===== src/rtl/lcd_8080_pkg.sv =====
// Shared types and register map for the 8080-style LCD bus controller.
package lcd_8080_pkg;

  localparam logic [1:0] ADDR_CMD    = 2'd0;
  localparam logic [1:0] ADDR_DATA   = 2'd1;
  localparam logic [1:0] ADDR_STATUS = 2'd2;
  localparam logic [1:0] ADDR_RST    = 2'd3;

  typedef struct packed {
    logic        dc;
    logic [15:0] data;
  } lcd_word_t;

  typedef enum logic [1:0] {
    IDLE,
    SETUP,
    LOW,
    HIGH
  } lcd_state_e;

endpackage


===== src/rtl/lcd_word_fifo.sv =====
// First-word-fall-through synchronous FIFO of LCD bus words; DEPTH must be a power of two.
module lcd_word_fifo
  import lcd_8080_pkg::*;
#(
  parameter int DEPTH = 16
) (
  input  logic                     clk,
  input  logic                     reset,
  input  logic                     push,
  input  lcd_word_t                wdata,
  input  logic                     pop,
  output lcd_word_t                rdata,
  output logic                     full,
  output logic                     empty,
  output logic [$clog2(DEPTH):0]   level
);

  localparam int AW = $clog2(DEPTH);
  localparam logic [AW:0] FULL_LVL = {1'b1, {AW{1'b0}}};

  logic [AW:0] wptr_q, wptr_d, rptr_q, rptr_d;
  logic        do_push, do_pop;
  lcd_word_t   mem_q [DEPTH];

  assign level   = wptr_q - rptr_q;
  assign full    = (level == FULL_LVL);
  assign empty   = (wptr_q == rptr_q);
  assign do_push = push & ~full;
  assign do_pop  = pop & ~empty;
  assign rdata   = mem_q[rptr_q[AW-1:0]];

  always_comb begin
    wptr_d = wptr_q + {{AW{1'b0}}, do_push};
    rptr_d = rptr_q + {{AW{1'b0}}, do_pop};
  end

  always_ff @(posedge clk) begin
    if (reset) begin
      wptr_q <= '0;
      rptr_q <= '0;
    end else begin
      wptr_q <= wptr_d;
      rptr_q <= rptr_d;
    end
  end

  // NOTE: the storage array has no reset; the pointers alone decide which
  // entries are valid, and a reset-free array can map onto RAM.
  always_ff @(posedge clk) begin
    if (do_push) mem_q[wptr_q[AW-1:0]] <= wdata;
  end

endmodule


===== src/rtl/lcd_8080_ctrl.sv =====
// Avalon-MM slave that queues LCD command/data words and replays them on an 8080 bus.
// Define LCD_HW_RESET_EN to add a software-controlled lcd_reset_n output at register 3.
module lcd_8080_ctrl
  import lcd_8080_pkg::*;
#(
  parameter int FIFO_DEPTH  = 16,
  parameter int WR_LOW_CYC  = 2,
  parameter int WR_HIGH_CYC = 2
) (
  input  logic        clk,
  input  logic        reset,
  input  logic [1:0]  avs_address,
  input  logic        avs_write,
  input  logic [31:0] avs_writedata,
  input  logic        avs_read,
  output logic [31:0] avs_readdata,
  output logic        avs_waitrequest,
  output logic        lcd_wr_n,
  output logic        lcd_data_com_n,
  output logic [15:0] lcd_data
`ifdef LCD_HW_RESET_EN
  ,
  output logic        lcd_reset_n
`endif
);

  localparam int         LW        = $clog2(FIFO_DEPTH) + 1;
  localparam logic [3:0] LOW_LOAD  = 4'(WR_LOW_CYC - 1);
  localparam logic [3:0] HIGH_LOAD = 4'(WR_HIGH_CYC - 1);

  lcd_state_e  state_q, state_d;
  logic [3:0]  cnt_q, cnt_d;
  logic        wr_n_q, wr_n_d;
  lcd_word_t   word_q, word_d;
  logic [31:0] readdata_q, readdata_d;

  logic          fifo_push, fifo_pop, fifo_full, fifo_empty;
  lcd_word_t     push_word, fifo_rdata;
  logic [LW-1:0] fifo_level;
  logic [7:0]    level8;
  logic          is_fifo_addr, run_en, load_next;
  logic [31:0]   status, rst_rd;
  logic          unused_wdata;

  assign unused_wdata = ^avs_writedata[31:16];

  assign is_fifo_addr    = (avs_address == ADDR_CMD) | (avs_address == ADDR_DATA);
  assign avs_waitrequest = avs_write & is_fifo_addr & fifo_full;
  assign fifo_push       = avs_write & is_fifo_addr & ~fifo_full;
  assign push_word.dc    = (avs_address == ADDR_DATA);
  assign push_word.data  = avs_writedata[15:0];

  lcd_word_fifo #(.DEPTH(FIFO_DEPTH)) u_fifo (
    .clk   (clk),
    .reset (reset),
    .push  (fifo_push),
    .wdata (push_word),
    .pop   (fifo_pop),
    .rdata (fifo_rdata),
    .full  (fifo_full),
    .empty (fifo_empty),
    .level (fifo_level)
  );

  assign level8 = {{(8 - LW){1'b0}}, fifo_level};
  assign status = {16'b0, level8, 6'b0, fifo_full, (state_q != IDLE) | ~fifo_empty};

`ifdef LCD_HW_RESET_EN
  logic lcd_rst_n_q, lcd_rst_n_d;

  always_comb begin
    lcd_rst_n_d = lcd_rst_n_q;
    if (avs_write && avs_address == ADDR_RST) lcd_rst_n_d = avs_writedata[0];
  end

  always_ff @(posedge clk) begin
    if (reset) lcd_rst_n_q <= 1'b0;
    else       lcd_rst_n_q <= lcd_rst_n_d;
  end

  // Panel held in reset: words keep queueing but nothing is strobed out.
  assign run_en      = lcd_rst_n_q;
  assign rst_rd      = {31'b0, lcd_rst_n_q};
  assign lcd_reset_n = lcd_rst_n_q;
`else
  assign run_en = 1'b1;
  assign rst_rd = '0;
`endif

  // NOTE: every output of this block gets a default first, so no path can
  // leave a signal unassigned and infer a latch.
  always_comb begin
    state_d   = state_q;
    cnt_d     = cnt_q;
    wr_n_d    = wr_n_q;
    word_d    = word_q;
    fifo_pop  = 1'b0;
    load_next = 1'b0;
    case (state_q)
      IDLE:  load_next = ~fifo_empty & run_en;
      SETUP: begin
        state_d = LOW;
        wr_n_d  = 1'b0;
        cnt_d   = LOW_LOAD;
      end
      LOW: begin
        if (cnt_q == 4'd0) begin
          state_d = HIGH;
          wr_n_d  = 1'b1;
          cnt_d   = HIGH_LOAD;
        end else begin
          cnt_d = cnt_q - 4'd1;
        end
      end
      HIGH: begin
        if (cnt_q == 4'd0) begin
          state_d   = IDLE;
          load_next = ~fifo_empty & run_en;
        end else begin
          cnt_d = cnt_q - 4'd1;
        end
      end
      default: state_d = IDLE;
    endcase
    // Bus word changes only here, so it stays put through LOW and HIGH.
    if (load_next) begin
      fifo_pop = 1'b1;
      word_d   = fifo_rdata;
      state_d  = SETUP;
      wr_n_d   = 1'b1;
    end
  end

  always_comb begin
    readdata_d = readdata_q;
    if (avs_read) begin
      case (avs_address)
        ADDR_STATUS: readdata_d = status;
        ADDR_RST:    readdata_d = rst_rd;
        default:     readdata_d = '0;
      endcase
    end
  end

  // NOTE: non-blocking assignments make every flop sample its _d value from
  // before the edge, independent of statement order.
  always_ff @(posedge clk) begin
    if (reset) begin
      state_q    <= IDLE;
      cnt_q      <= '0;
      wr_n_q     <= 1'b1;
      word_q     <= '{dc: 1'b1, data: 16'h0000};
      readdata_q <= '0;
    end else begin
      state_q    <= state_d;
      cnt_q      <= cnt_d;
      wr_n_q     <= wr_n_d;
      word_q     <= word_d;
      readdata_q <= readdata_d;
    end
  end

  assign lcd_wr_n       = wr_n_q;
  assign lcd_data_com_n = word_q.dc;
  assign lcd_data       = word_q.data;
  assign avs_readdata   = readdata_q;

endmodule

===== config.mk =====
export PLATFORM = sky130hd
export DESIGN_NAME = lcd_8080_ctrl
export DESIGN_NICKNAME = d
export VERILOG_FILES = /design/src/rtl/lcd_8080_pkg.sv /design/src/rtl/lcd_word_fifo.sv /design/src/rtl/lcd_8080_ctrl.sv
export SDC_FILE = /design/constraint.sdc
export NUM_CORES = 1
export LEC_CHECK = 0
export BUFFER_PORTS_ARGS = -buffer_cell sky130_fd_sc_hd__buf_2
export CORE_MARGIN = 4
export CORE_UTILIZATION = 50
export DETAILED_ROUTE_END_ITERATION = 8
export GPL_ROUTABILITY_DRIVEN = 0
export PLACE_DENSITY = 0.79
export SETUP_SLACK_MARGIN = 0.2
export SLEW_MARGIN = 25
export SYNTH_ARGS = -nofsm -noshare
export SYNTH_HDL_FRONTEND = slang
export SYNTH_SLANG_ARGS = --single-unit

===== constraint.sdc =====
create_clock -name clk -period 10.31 [get_ports clk]
set_input_delay 2.062 -clock clk [delete_from_list [all_inputs] [get_ports clk]]
set_output_delay 2.062 -clock clk [all_outputs]
set_load 0.005 [all_outputs]

==> flow_summary.ini <==
[run]
maxCapViolations = 0

[placement]
portBuffers = 47
hpwlAfterDp_um = 14800
dp.cells = 1087

[hold_path]
hold_path_class = reg -> reg
hold_start = cnt_q[1]$_SDFFE_PP0P_

[sta]
setup_violations = 0
fin_crit_ps = 4910
skew_ps = 11.8
finalMaxSlewViolations = 0
relSlewSlack_pct = 27.7
tightest_slew_ps = 1080
whs_ps = 473
tns_ps = 0
rsz0062_at_grt = no
clock.fmax_mhz = 204
period_share_pct = 47.6
hold_viol_final = 0

[critical_path]
cpMostUsedCell = inv_1
path_max_fanout = 23
worst_ep_arrival_time_ps = 2850
worstSetupEndpointType = primary output
criticalPathCategory = reg -> out
r2r_start = u_fifo.rptr_q[0]$_SDFF_PP0_
max_stage_delay_ps = 610
cp_cell_sequence = ha_1 -> inv_1 -> fa_1 -> xor2_1 -> nor3b_2 -> inv_1 -> nor3_1 -> and3_1 -> buf_2
critical_path.startpoint = u_fifo.rptr_q[0]$_SDFF_PP0_
startpoint_type = register
cp.required_ps = 8250
cp_slowest_cell = dfxtp_4

[cts]
post_cts_buffers = 0
numCtsBuffers = 29
cts_max_level = 1
clkTransAtPathRegs_ps = 60
insertion_delay_ps = 540
postCtsHoldBufs = 0
cts_resized = 0
cts_root_buf = clkbuf_16
clock_tree.buffer_depth = 3
cts_tree = built
clock-sinks = 313

[yosys]
synth_warnings = 0
yosys_most_used_dff = edfxtp_1
ys_seq_elements = 313
synth_cells = 729
synth_edf_count = 272
ys_types = 49
yosys.area.top_type = edfxtp_1
synthesis.area_um2 = 12500
avgSynthCellArea_um2 = 17.1
ys_seq_area_share_pct = 71.9
synth_top_cell_area_share_pct = 65.3
synthArstFlopShare_pct = 0
synth_area_leaders = edfxtp_1, dfxtp_1, mux4_2, mux2i_1, buf_4

[power_and_ir_drop]
irDropWorstVdd_v = 0.000142
leakage_uw = 0.00461
powerDensity_nw_per_um2 = 209

[global_routing]
grt_max_degree = 57
grt_remaining_overflow = 0
antenna_found_initial = 1
grt_pass1_vias = 6662
grt_pass1_wl_um = 39700
grt_usage_pct = 18.5

[floorplanning]
die_area_um2 = 27600
start_util_pct = 51.1
coreArea_um2 = 24500
rows = 57
die_w_um = 166
dieHeight_um = 166
io_pins = 89

[finish]
n_antenna_cell = 0
syn_to_final_growth_pct = 12.3
n_fill_cell = 1778
fin_cells = 1142
multi_input_area_um2 = 3220
nets = 848
seq_area_um2 = 8990
drive_gt1_share_pct = 21.5

[routing]
drc = 0
drt_iter0_markers = 728
wire_per_inst_um = 22.9
ant_nets = 0
via_per_inst = 5.83
firstDrtPassIters = 5
routed_wl_um = 26200
vias = 6661

[outcome]
status = completed
-- sequential cells by signal, summed over array words and instances (netlist names) --
signal / cells
u_fifo.mem_q: 272
lcd_data: 16
avs_readdata: 7
u_fifo.rptr_q: 5
u_fifo.wptr_q: 5
cnt_q: 4
state_q: 2
lcd_data_com_n: 1
lcd_wr_n: 1
-- critical path, delay by kind of cell, from the launching register on --
kind	cells	cell delay, ps
xor gates and xnor gates	1	210
adders and majority gates	2	640
buffers and inverters	3	280
DFF	1	610
and+or+nand+nor	3	570
-- metal layers --
metal  track usage [%]  routed length, um
met4              5.02                524
met3              2.19               1760
met5                 0                 13
met1              24.3              10300
met2              32.9              13600
-- kinds of logic after synthesis --
| kind of cell | after synthesis | synth area share (%) |
|---|---|---|
| flops | 313 | 71.9 |
| xor+xnor | 13 | 0.971 |
| simple gates | 121 | 4.88 |
| buf+inv | 75 | 3.94 |
| compound gates | 89 | 5.11 |
| mux | 102 | 11.6 |
| other cells | 1 | 0.0300 |
| fa+ha+maj | 15 | 1.56 |
-- layout make-up --
| type | instances | area share, % |
|---|---|---|
| Sequential cell | 313 | 64.1 |
| Multi-Input combinational cell | 365 | 23.0 |
| Clock buffer | 40 | 5.46 |
| Timing Repair Buffer | 70 | 2.93 |
| Tap cell | 324 | 2.89 |
| Clock inverter | 14 | 1.24 |
| Inverter | 16 | 0.428 |
-- layout by cell type, fill, tap and decap left out, types with 5 or more instances in the layout --
cell	instances
o22ai_1	33
nand3_1	6
a211oi_1	17
nor2b_1	9
mux2i_1	68
conb_1	25
clkbuf_1	11
xor2_1	7
a21oi_1	13
inv_1	15
edfxtp_1	272
ha_1	14
dfxtp_1	39
clkbuf_16	29
mux4_2	33
nor2_1	35
buf_2	47
xnor2_1	5
a311oi_1	16
buf_4	22
clkinv_2	5
nor3_2	11
nand2_1	24
nand2b_1	7
-- cell usage after synthesis, types with 2 or more instances --
library cell / number
nand2b_1: 7
nand3_1: 8
ha_1: 14
nor3_2: 2
nand2_1: 24
o22ai_1: 33
a21oi_1: 13
buf_6: 4
nor2_1: 36
buf_2: 10
dfxtp_1: 41
buf_4: 30
inv_1: 15
and2_1: 2
a211oi_1: 17
a311oi_1: 16
mux4_2: 33
buf_1: 2
buf_8: 5
xnor2_1: 5
xor2_1: 7
or3_1: 3
edfxtp_1: 272
nor2b_1: 10
mux2i_1: 68
a21o_1: 2
clkbuf_1: 8
a31oi_1: 2
nor4_1: 6
nor3_1: 15
-- power breakdown --
group / switching (uW) / internal, uW
Combinational: 241 / 178
Clock: 433 / 620
Sequential: 38.9 / 1420
Total: 713 / 2220
-- through the flow --
stage / area [um^2] / power [uW] / util, % / setup slack (ps)
after global placement: 13100 / 1880 / 53.4 / 5720
after detailed placement: 13100 / 1900 / 53.4 / 5720
final: 14000 / 2930 / 57.4 / 5400
after floorplan: 12600 / 1800 / - / 5850
after global routing: 14000 / 3040 / 57.4 / 5230
after CTS: 14000 / 2940 / 57.3 / 5390
-- path summary, 6_finish.rpt --
kind                              endpoint  slack, ps  cells after the start
max reg2reg  u_fifo.mem_q[5][11]$_DFFE_PP_       6480                     10
min reg2reg          cnt_q[1]$_SDFFE_PP0P_        470                      2
min                  cnt_q[1]$_SDFFE_PP0P_        470                      2
max                        avs_waitrequest       5400                      9
Power figures use the tool's default switching activity.
